==> src/rtl/riscv_ctrl_pkg.sv <==
// Control-path types and opcode constants for the 5-stage RV32I core.
// Latency: n/a (types and constants only).
// Backpressure: n/a.
package riscv_ctrl_pkg;

  localparam logic [6:0] OPC_R      = 7'b0110011;
  localparam logic [6:0] OPC_I      = 7'b0010011;
  localparam logic [6:0] OPC_LOAD   = 7'b0000011;
  localparam logic [6:0] OPC_STORE  = 7'b0100011;
  localparam logic [6:0] OPC_BRANCH = 7'b1100011;
  localparam logic [6:0] OPC_JAL    = 7'b1101111;
  localparam logic [6:0] OPC_JALR   = 7'b1100111;
  localparam logic [6:0] OPC_LUI    = 7'b0110111;
  localparam logic [6:0] OPC_AUIPC  = 7'b0010111;
  localparam logic [6:0] OPC_HALT   = 7'b1110011;

  typedef enum logic [1:0] {
    ALU_OP_MEM    = 2'b00,
    ALU_OP_BRANCH = 2'b01,
    ALU_OP_RI     = 2'b10
  } alu_op_e;

  typedef enum logic [1:0] {
    WB_SEL_ALU = 2'b00,
    WB_SEL_MEM = 2'b01,
    WB_SEL_PC4 = 2'b10,
    WB_SEL_IMM = 2'b11
  } wb_sel_e;

  // 18-bit stage control bundle, MSB first.
  typedef struct packed {
    logic       valid;
    logic       alu_src;
    alu_op_e    alu_op;
    logic       branch;
    logic       jump;
    logic       jalr_sel;
    logic       mem_read;
    logic       mem_write;
    wb_sel_e    wb_sel;
    logic       reg_write;
    logic       halt;
    logic [4:0] rd;
  } ctrl_t;

  localparam ctrl_t CTRL_BUBBLE = '0;

endpackage

==> src/rtl/ctrl_decoder.sv <==
// Opcode/rd to control bundle, plus source-register use and illegal flags.
// Latency: purely combinational.
// Backpressure: none; output follows the inputs every cycle.
module ctrl_decoder
  import riscv_ctrl_pkg::*;
(
  input  logic [6:0] opcode,
  input  logic [4:0] rd,
  output ctrl_t      ctrl,
  output logic       rs1_used,
  output logic       rs2_used,
  output logic       illegal
);

  // Table decode; unlisted opcodes produce a bubble and raise illegal.
  always_comb begin
    ctrl       = CTRL_BUBBLE;
    rs1_used   = 1'b0;
    rs2_used   = 1'b0;
    illegal    = 1'b0;
    ctrl.valid = 1'b1;
    ctrl.rd    = rd;
    case (opcode)
      OPC_R: begin
        ctrl.alu_op    = ALU_OP_RI;
        ctrl.reg_write = 1'b1;
        rs1_used       = 1'b1;
        rs2_used       = 1'b1;
      end
      OPC_I: begin
        ctrl.alu_src   = 1'b1;
        ctrl.alu_op    = ALU_OP_RI;
        ctrl.reg_write = 1'b1;
        rs1_used       = 1'b1;
      end
      OPC_LOAD: begin
        ctrl.alu_src   = 1'b1;
        ctrl.mem_read  = 1'b1;
        ctrl.wb_sel    = WB_SEL_MEM;
        ctrl.reg_write = 1'b1;
        rs1_used       = 1'b1;
      end
      OPC_STORE: begin
        ctrl.alu_src   = 1'b1;
        ctrl.mem_write = 1'b1;
        rs1_used       = 1'b1;
        rs2_used       = 1'b1;
      end
      OPC_BRANCH: begin
        ctrl.alu_op = ALU_OP_BRANCH;
        ctrl.branch = 1'b1;
        rs1_used    = 1'b1;
        rs2_used    = 1'b1;
      end
      OPC_JAL: begin
        ctrl.jump      = 1'b1;
        ctrl.wb_sel    = WB_SEL_PC4;
        ctrl.reg_write = 1'b1;
      end
      OPC_JALR: begin
        ctrl.jump      = 1'b1;
        ctrl.jalr_sel  = 1'b1;
        ctrl.alu_src   = 1'b1;
        ctrl.wb_sel    = WB_SEL_PC4;
        ctrl.reg_write = 1'b1;
        rs1_used       = 1'b1;
      end
      OPC_LUI: begin
        ctrl.wb_sel    = WB_SEL_IMM;
        ctrl.reg_write = 1'b1;
      end
      OPC_AUIPC: begin
        ctrl.alu_src   = 1'b1;
        ctrl.reg_write = 1'b1;
      end
      OPC_HALT: begin
        ctrl.halt = 1'b1;
      end
      default: begin
        ctrl    = CTRL_BUBBLE;
        illegal = 1'b1;
      end
    endcase
    // x0 is hardwired; never let a write to it reach the register file.
    if (rd == 5'd0) ctrl.reg_write = 1'b0;
  end

endmodule

==> src/rtl/pipeline_control.sv <==
// Registered ID/EX/MEM/WB control path with load-use, redirect, illegal and HALT handling.
// Latency: ID at cycle N shows in ex_ctrl at N+1, mem_ctrl at N+2, wb_ctrl at N+3.
// Backpressure: only stall_if_id back to IF/ID; EX->MEM->WB always advance.
module pipeline_control
  import riscv_ctrl_pkg::*;
#(
  parameter int CNT_W          = 32,
  parameter bit LOAD_USE_STALL = 1'b1
) (
  input  logic             clk,
  input  logic             reset,
  input  logic             id_valid,
  input  logic [6:0]       id_opcode,
  input  logic [4:0]       id_rd,
  input  logic [4:0]       id_rs1,
  input  logic [4:0]       id_rs2,
  input  logic             ex_redirect,
  output ctrl_t            ex_ctrl,
  output ctrl_t            mem_ctrl,
  output ctrl_t            wb_ctrl,
  output logic             stall_if_id,
  output logic             flush_if_id,
  output logic             illegal,
  output logic             halted,
  output logic [CNT_W-1:0] retired_cnt,
  output logic [CNT_W-1:0] stall_cnt
);

  localparam logic [CNT_W-1:0] CNT_ONE = CNT_W'(1);

  ctrl_t dec_ctrl;
  logic  dec_rs1_used;
  logic  dec_rs2_used;
  logic  dec_illegal;

  logic  halt_pending;
  logic  id_live;
  logic  rs_hit;
  logic  load_use;
  logic  illegal_now;
  logic  stall_cycle;
  ctrl_t ex_next;

  ctrl_decoder u_dec (
    .opcode   (id_opcode),
    .rd       (id_rd),
    .ctrl     (dec_ctrl),
    .rs1_used (dec_rs1_used),
    .rs2_used (dec_rs2_used),
    .illegal  (dec_illegal)
  );

  // Hazard detection and selection of what enters EX at the next edge.
  always_comb begin
    // Once HALT is in flight the ID slot is ignored entirely.
    id_live     = id_valid && !halt_pending;
    rs_hit      = (dec_rs1_used && (id_rs1 == ex_ctrl.rd)) ||
                  (dec_rs2_used && (id_rs2 == ex_ctrl.rd));
    load_use    = LOAD_USE_STALL && ex_ctrl.valid && ex_ctrl.mem_read &&
                  (ex_ctrl.rd != 5'd0) && id_live && rs_hit;
    // Redirect wins: the stalled instruction is being flushed anyway.
    stall_cycle = load_use && !ex_redirect;
    illegal_now = id_live && dec_illegal && !ex_redirect && !load_use;
    ex_next     = dec_ctrl;
    if (!id_live || ex_redirect || load_use || dec_illegal) ex_next = CTRL_BUBBLE;
    stall_if_id = !reset && (halt_pending || stall_cycle);
    flush_if_id = !reset && ex_redirect;
  end

  // Stage registers, illegal pulse and halt state.
  always_ff @(posedge clk) begin
    if (reset) begin
      ex_ctrl      <= CTRL_BUBBLE;
      mem_ctrl     <= CTRL_BUBBLE;
      wb_ctrl      <= CTRL_BUBBLE;
      illegal      <= 1'b0;
      halt_pending <= 1'b0;
      halted       <= 1'b0;
    end else begin
      ex_ctrl  <= ex_next;
      mem_ctrl <= ex_ctrl;
      wb_ctrl  <= mem_ctrl;
      illegal  <= illegal_now;
      if (ex_next.valid && ex_next.halt) halt_pending <= 1'b1;
      if (wb_ctrl.valid && wb_ctrl.halt) halted <= 1'b1;
    end
  end

  // Saturating retire and load-use stall counters.
  always_ff @(posedge clk) begin
    if (reset) begin
      retired_cnt <= '0;
      stall_cnt   <= '0;
    end else begin
      if (wb_ctrl.valid && (retired_cnt != '1)) retired_cnt <= retired_cnt + CNT_ONE;
      if (stall_cycle && (stall_cnt != '1))     stall_cnt   <= stall_cnt + CNT_ONE;
    end
  end

endmodule

==> config.mk <==
export PLATFORM = sky130hd
export DESIGN_NAME = pipeline_control
export DESIGN_NICKNAME = d
export VERILOG_FILES = /design/src/rtl/riscv_ctrl_pkg.sv /design/src/rtl/ctrl_decoder.sv /design/src/rtl/pipeline_control.sv
export SDC_FILE = /design/constraint.sdc
export NUM_CORES = 1
export LEC_CHECK = 0
export BUFFER_PORTS_ARGS = -buffer_cell sky130_fd_sc_hd__buf_2
export CORE_MARGIN = 2
export CORE_UTILIZATION = 30
export DETAILED_ROUTE_END_ITERATION = 10
export PLACE_DENSITY = 0.5
export SYNTH_ARGS = -nofsm -noshare
export SYNTH_HDL_FRONTEND = slang
export SYNTH_SLANG_ARGS = --single-unit
==> constraint.sdc <==
create_clock -name clk -period 3.7 [get_ports clk]
set_input_delay 1.11 -clock clk [delete_from_list [all_inputs] [get_ports clk]]
set_output_delay 1.11 -clock clk [all_outputs]
set_load 0.01 [all_outputs]
==> results of run 1 <==
## power by group through the flow
stage	sequential [mW]	combinational, mW	clock [mW]
floorplan	1.30	0.0407	0
detailed placement	1.30	0.0743	0
global placement	1.30	0.0731	0
finish	1.27	0.0739	1.60
CTS	1.27	0.0748	1.65
global route	1.27	0.0820	1.71
## registers in the layout, indices dropped and copies added, names as in the netlist
signal and cells:
ex_ctrl 17, halt_pending 1, halted 1, illegal 1, mem_ctrl 17, retired_cnt 32
stall_cnt 32, wb_ctrl 17
## final cells by class
class / count / area (um^2) / share of cell area [%]
clock buffer: 17 / 425 / 6.47
multi-input combinational: 395 / 2520 / 38.3
clock inverter: 15 / 158 / 2.40
sequential: 118 / 2360 / 35.9
tap: 220 / 275 / 4.18
inverter: 9 / 33.8 / 0.513
timing repair buffer: 156 / 803 / 12.2
## cell usage after synthesis (all sizes together) (5+ instances only)
cell     instances  area share (%)
inv              9            0.67
nor2            59             4.4
buf              7             1.0
or4              9             1.4
nand2           28             2.1
a21oi           27             2.7
nand4           24             3.0
and3            15             1.9
nand3b           5            0.75
and2            10             1.2
nand3           20             2.0
clkbuf          18             1.3
and4            14             2.4
nor3             9            0.89
o21ai           11             1.1
a31o             5            0.87
nand2b           6            0.75
o31ai            8             1.2
or3              8            0.99
dfxtp          118              47
nor4            10             1.2
a2111oi          6             1.8
xor2            34             5.9
xnor2           11             1.9
nor2b           37             4.6
## cells by family after synthesis
logic type               share of synthesized area [%]
AND/OR/NAND/NOR                                   29.0
flip-flops                                        46.9
AO/OA/AOI/OAI                                     12.1
XOR/XNOR                                          7.82
buffers and inverters                             3.03
multiplexers                                     0.621
adder cells (fa/ha/maj)                          0.497
## through the flow
step | cells | utilization (%) | hold slack, ps
2_1_floorplan | 547 | - | 458
3_3_place_gp | 898 | 36.3 | 443
3_5_place_dp | 898 | 36.3 | 445
4_1_cts | 930 | 39.8 | 453
5_1_grt | 930 | 39.8 | 469
6_report | 930 | 39.8 | 455
## worst max-delay path by stage
stage                   to         start  depth (start not counted)
3_5_place_dp   stall_if_id  id_opcode[4]                          7
2_1_floorplan  stall_if_id  id_opcode[2]                          6
4_1_cts        stall_if_id  id_opcode[4]                          7
5_1_grt        stall_if_id  id_opcode[4]                          7
3_3_place_gp   stall_if_id  id_opcode[4]                          7
6_report       stall_if_id  id_opcode[4]                          7
## metal layers
| layer | share of wire [%] | GRT usage (%) | wire [um] | up-vias |
|---|---|---|---|---|
| met1 | 45 | 19.0 | 6170 | 2167 |
| met4 | 1.9 | 6.03 | 254 | 0 |
| met5 | 0 | 0 | 0 | - |
| li1 | - | - | - | 2267 |
| met2 | 47 | 24.7 | 6410 | 138 |
| met3 | 5.7 | 5.06 | 776 | 23 |
==> results.txt, run 1 <==
Outcome - complete, no violations
Internal - 2.29 mW
Max IR drop VDD - 0.308 mV
Via count - 4595
Max stage delay cell, worst path - a2111oi_0
Fin worst setup slack - 200 ps
Fin crit share - 94.6%
Worst r2r src - stall_cnt[0]$_SDFFE_PP0P_
Fraction of layout cells with a size suffix above 1 - 28.9%
Crit path cell chain - buf_2 > buf_4 > a2111oi_0 > a22oi_1 > nor2_1 > o21a_1 > buf_2
Clk root buf - clkbuf_16
DP Area - 6000 um^2
HP Start - mem_ctrl[10]$_SDFF_PP0_
Row count - 47
Final instance area - 6580 um^2
TritonRoute pass-1 iters - 4
Yosys reg bits - 118
Final net count - 725
Post-synth EDFFs - 0
Drt via density - 4.94
TritonCTS clock tree - yes
CTS Buf Count - 17
Post-CTS sizing - 0
Slew Viols, Final - 0
Setup_tns - 0 ps
Tot Pwr - 2.95 mW
Clk pwr share - 54.3%
Post-DP HPWL - 9850 um
Required @ worst endpoint - 2590 ps
Mapped Cells - 547
Die extent in x - 134 um
Vias in the first global route - 4199
# hold bufs at CTS - 0
Post-Syn Nets - 575
Post-CTS setup buffers - 0
Fill cells - 1664
Synth warn - 0
Critical Path Sink Type - output pin
Max Cap Viol - 0
Clk sinks - 118
Worst path arrival time - 2390 ps
Share of power burned in registers - 43.2%
Syn avg cell area - 9.21 um^2
Final hold violation count - 0
Post-Syn Area - 5040 um^2
Detailed Route WL - 13600 um
Psw - 663 uW
RSZ-0062 raised after global routing - false
Unique masters post-synth - 56
Async SR Flop Fraction - 0%
Skew-Pair Late Insertion Delay - 410 ps
Routed Antenna Nets - 0
Leak Pwr - 2.76 nW
CTS max path bufs - 2
Worst slack, placed - 201 ps
Most used DFF post-synth - dfxtp_1
Core area - 16500 um^2
Initial Util - 30.5%
CP delay by family, top - compound AO/OA/AOI/OAI gates
Logic gate share of total power - 2.5%
Initial antenna violation count - 0
Layout area overhead - 30.6%
Routed wire length per instance - 14.6 um
Worst Hold Path EP - wb_ctrl[10]$_SDFF_PP0_
Die height - 134 um
Residual DRC - 0
Setup CP Type - in -> out
Startpoint Class - primary input
Fmax - 286 MHz
Capture point of the worst reg-to-reg path - stall_cnt[24]$_SDFFE_PP0P_
H-tree Lvls - 4
Slowest stage delay, CP - 450 ps
Tmin final - 3500 ps
Clock Pin Slew Worst Setup and Hold Paths - 50 ps
Final setup viols - 0
Most common cell after layout, fill and taps aside - buf_2
Tot GR Track Use - 15.3%
Worst path most repeated cell - buf_2
Sw Share - 22.5%
Clk_skew - 6.56 ps
Worst reg2reg setup slack - 1070 ps
Largest net degree at the start of global routing - 98
WHS Path Cells - 1
Most frequent cells in the layout - buf_2 (147), dfxtp_1 (118), nor2_1 (59), nor2b_1 (37), xor2_1 (34)
Initial drt markers - 163
Sequential area share after synthesis - 46.9%
Crit path max fanout - 14
Input/output buffers - 147
Global-route wire length before repair - 21600 um
Worst Hold Class - reg -> reg
Least-Margin Pin Slew - 1060 ps
Worst path bufs/invs - 3
# diodes - 0
Overflow after GRT - 0
DIE AREA - 17800 um^2
# IOs - 148
Worst R2R Path Depth - 7
RePlAce Congestion - 0.901
P per Cell Area - 448 nW/um^2
Rel. slew slack - 29.1%
Power figures use the tool's default switching activity.
==> inputs of run 2 (changes only) <==
Settings changed: BUFFER_PORTS_ARGS -buffer_cell sky130_fd_sc_hd__buf_2 to -buffer_cell sky130_fd_sc_hd__buf_4.
==> results.txt, run 2 (synthesis results as in run 1) <==
CTS Buf Count - 17 (unchanged)
Clk pwr share - 54.8% (+0.5 points)
Input/output buffers - 147 (unchanged)
H-tree Lvls - 4 (unchanged)
Clock Pin Slew Worst Setup and Hold Paths - 60 ps (about the same)
Drt via density - 4.89 (-1.0%)
Most frequent cells in the layout - buf_4 (157), dfxtp_1 (118), nor2_1 (59), nor2b_1 (37), xor2_1 (34)
Row count - 47 (unchanged)
CP Launch Point - id_opcode[3]
Initial Util - 30.5% (unchanged)
Final non-filler cell total - 930 (unchanged)
Routed wire length per instance - 15.1 um (+3.3%)
Psw - 646 uW (-2.5%)
Fraction of layout cells with a size suffix above 1 - 28.7% (-0.14 points)
Clk root buf - clkbuf_16
Worst R2R Path Depth - 6 (-1)
Tot GR Track Use - 16.0% (+0.62 points)
Fmax - 288 MHz (+0.76%)
Placed cell count - 899 (+0.11%)
Final net count - 726 (+0.14%)
Overflow after GRT - 0 (unchanged)
Tot Pwr - 3.00 mW (+1.7%)
Final hold violation count - 0 (unchanged)
HP Start - mem_ctrl[9]$_SDFF_PP0_
Routed Antenna Nets - 0 (unchanged)
# IOs - 148 (unchanged)
Least-Margin Pin Slew - 649 ps (-414 ps)
P per Cell Area - 431 nW/um^2 (-3.8%)
DIE AREA - 17800 um^2 (unchanged)
TritonRoute pass-1 iters - 4 (unchanged)
# diodes - 0 (unchanged)
Startpoint Class - primary input
TritonCTS clock tree - yes
Post-CTS setup buffers - 0 (unchanged)
Worst path arrival time - 2360 ps (-30 ps)
# hold bufs at CTS - 0 (unchanged)
Outcome - complete, no violations
Detailed Route WL - 14100 um (+3.3%)
Crit path max fanout - 6 (-8)
Skew-Pair Late Insertion Delay - 410 ps (about the same)
Die height - 134 um (unchanged)
Vias in the first global route - 4332 (+3.2%)
Max Cap Viol - 0 (unchanged)
Post-DP HPWL - 10300 um (+4.6%)
Rel. slew slack - 55.6% (+26 points)
Fin crit share - 93.9% (-0.72 points)
Largest net degree at the start of global routing - 65 (-34%)
Core area - 16500 um^2 (unchanged)
Sw Share - 21.5% (-0.94 points)
CTS max path bufs - 2 (unchanged)
Layout area overhead - 38.2%
Slew Viols, Final - 0 (unchanged)
Critical Path Sink Type - output pin
Critical path endpoint - stall_if_id
Worst reg2reg setup slack - 990 ps (-80 ps)
Final setup viols - 0 (unchanged)
Tmin final - 3470 ps (-26.5 ps)
Setup CP Type - in -> out
Post-CTS sizing - 0 (unchanged)
Worst Hold Class - reg -> reg
Capture point of the worst reg-to-reg path - stall_cnt[24]$_SDFFE_PP0P_
Share of power burned in registers - 42.4% (-0.8 points)
Internal - 2.36 mW (+3.0%)
Worst r2r src - stall_cnt[3]$_SDFFE_PP0P_
RSZ-0062 raised after global routing - false
Fill cells - 1657 (-0.42%)
Die extent in x - 134 um (unchanged)
Initial drt markers - 174 (+6.7%)
Most common cell after layout, fill and taps aside - buf_4
Largest regs - retired_cnt (32), stall_cnt (32)
Setup_tns - 0 ps (unchanged)
Leak Pwr - 2.78 nW (+0.61%)
Global-route wire length before repair - 22600 um (+4.5%)
RePlAce Congestion - 0.862 (-4.3%)
Logic gate share of total power - 2.7% (+0.2 points)
Clk sinks - 118 (unchanged)
Required @ worst endpoint - 2590 ps (about the same)
Max IR drop VDD - 0.302 mV (-2.0%)
Initial antenna violation count - 0 (unchanged)
Via count - 4548 (-1.0%)
Clk_skew - 7.43 ps (+0.877 ps)
Residual DRC - 0 (unchanged)
run 2: cell types whose count changed in the layout (fill, tap and decap cells not counted), sizes merged:
cell | previous run | this run
buf | 156 | 157
bufinv | 2 | 3
clkbuf | 17 | 18
clkinv | 5 | 4
clkinvlp | 7 | 6
inv | 10 | 9
run 2: layout make-up:
type                    count  area (um^2)  area share [%]
repair buffers            157         1180            16.9
clock buffers              18          429            6.16
well taps                 220          275            3.95
clock inverters            13          159            2.28
multi-input cells         395         2520            36.3
flip-flops and latches    118         2360            33.9
inverters                   9         33.8           0.485
run 2: metal layers:
metal | up-vias | GRT usage [%] | share of wire [%]
met1 | 2134 | 19.8 | 45
li1 | 2271 | - | -
met4 | 0 | 6.68 | 1.8
met3 | 17 | 4.45 | 5.0
met5 | - | 0 | 0
met2 | 126 | 26.1 | 48
run 2: worst min-delay path by stage:
stage	depth (start not counted)	slack (ps)	endpoint
5_1_grt	1	480	wb_ctrl[12]$_SDFF_PP0_
3_3_place_gp	2	450	halted$_SDFFE_PP0P_
2_1_floorplan	1	460	halt_pending$_SDFFE_PP0P_
3_5_place_dp	1	450	wb_ctrl[9]$_SDFF_PP0_
6_report	1	460	wb_ctrl[9]$_SDFF_PP0_
4_1_cts	1	460	wb_ctrl[9]$_SDFF_PP0_
run 2: power groups by stage:
stage                     sequential, mW  combinational, mW  clock, mW
after floorplan                     1.30             0.0407          0
after global placement              1.30             0.0823          0
after detailed placement            1.30             0.0829          0
after CTS                           1.27             0.0830       1.68
after global routing                1.27             0.0912       1.74
final                               1.27             0.0825       1.65
run 2: per-stage QoR:
stage	util (%)	hold slack (ps)	setup WS [ps]	instance area (um^2)
after floorplan	-	458	380	5040
after global placement	38.6	452	225	6370
after detailed placement	38.6	454	239	6370
after CTS	42.1	462	233	6960
after global routing	42.1	477	32.3	6960
final	42.1	461	226	6960
run 2: critical path, stage by stage:
cell	delay [ps]
buf_4	130
nand3b_1	280
nor4_1	320
a22oi_1	150
nor2_1	120
o21a_1	120
buf_4	120
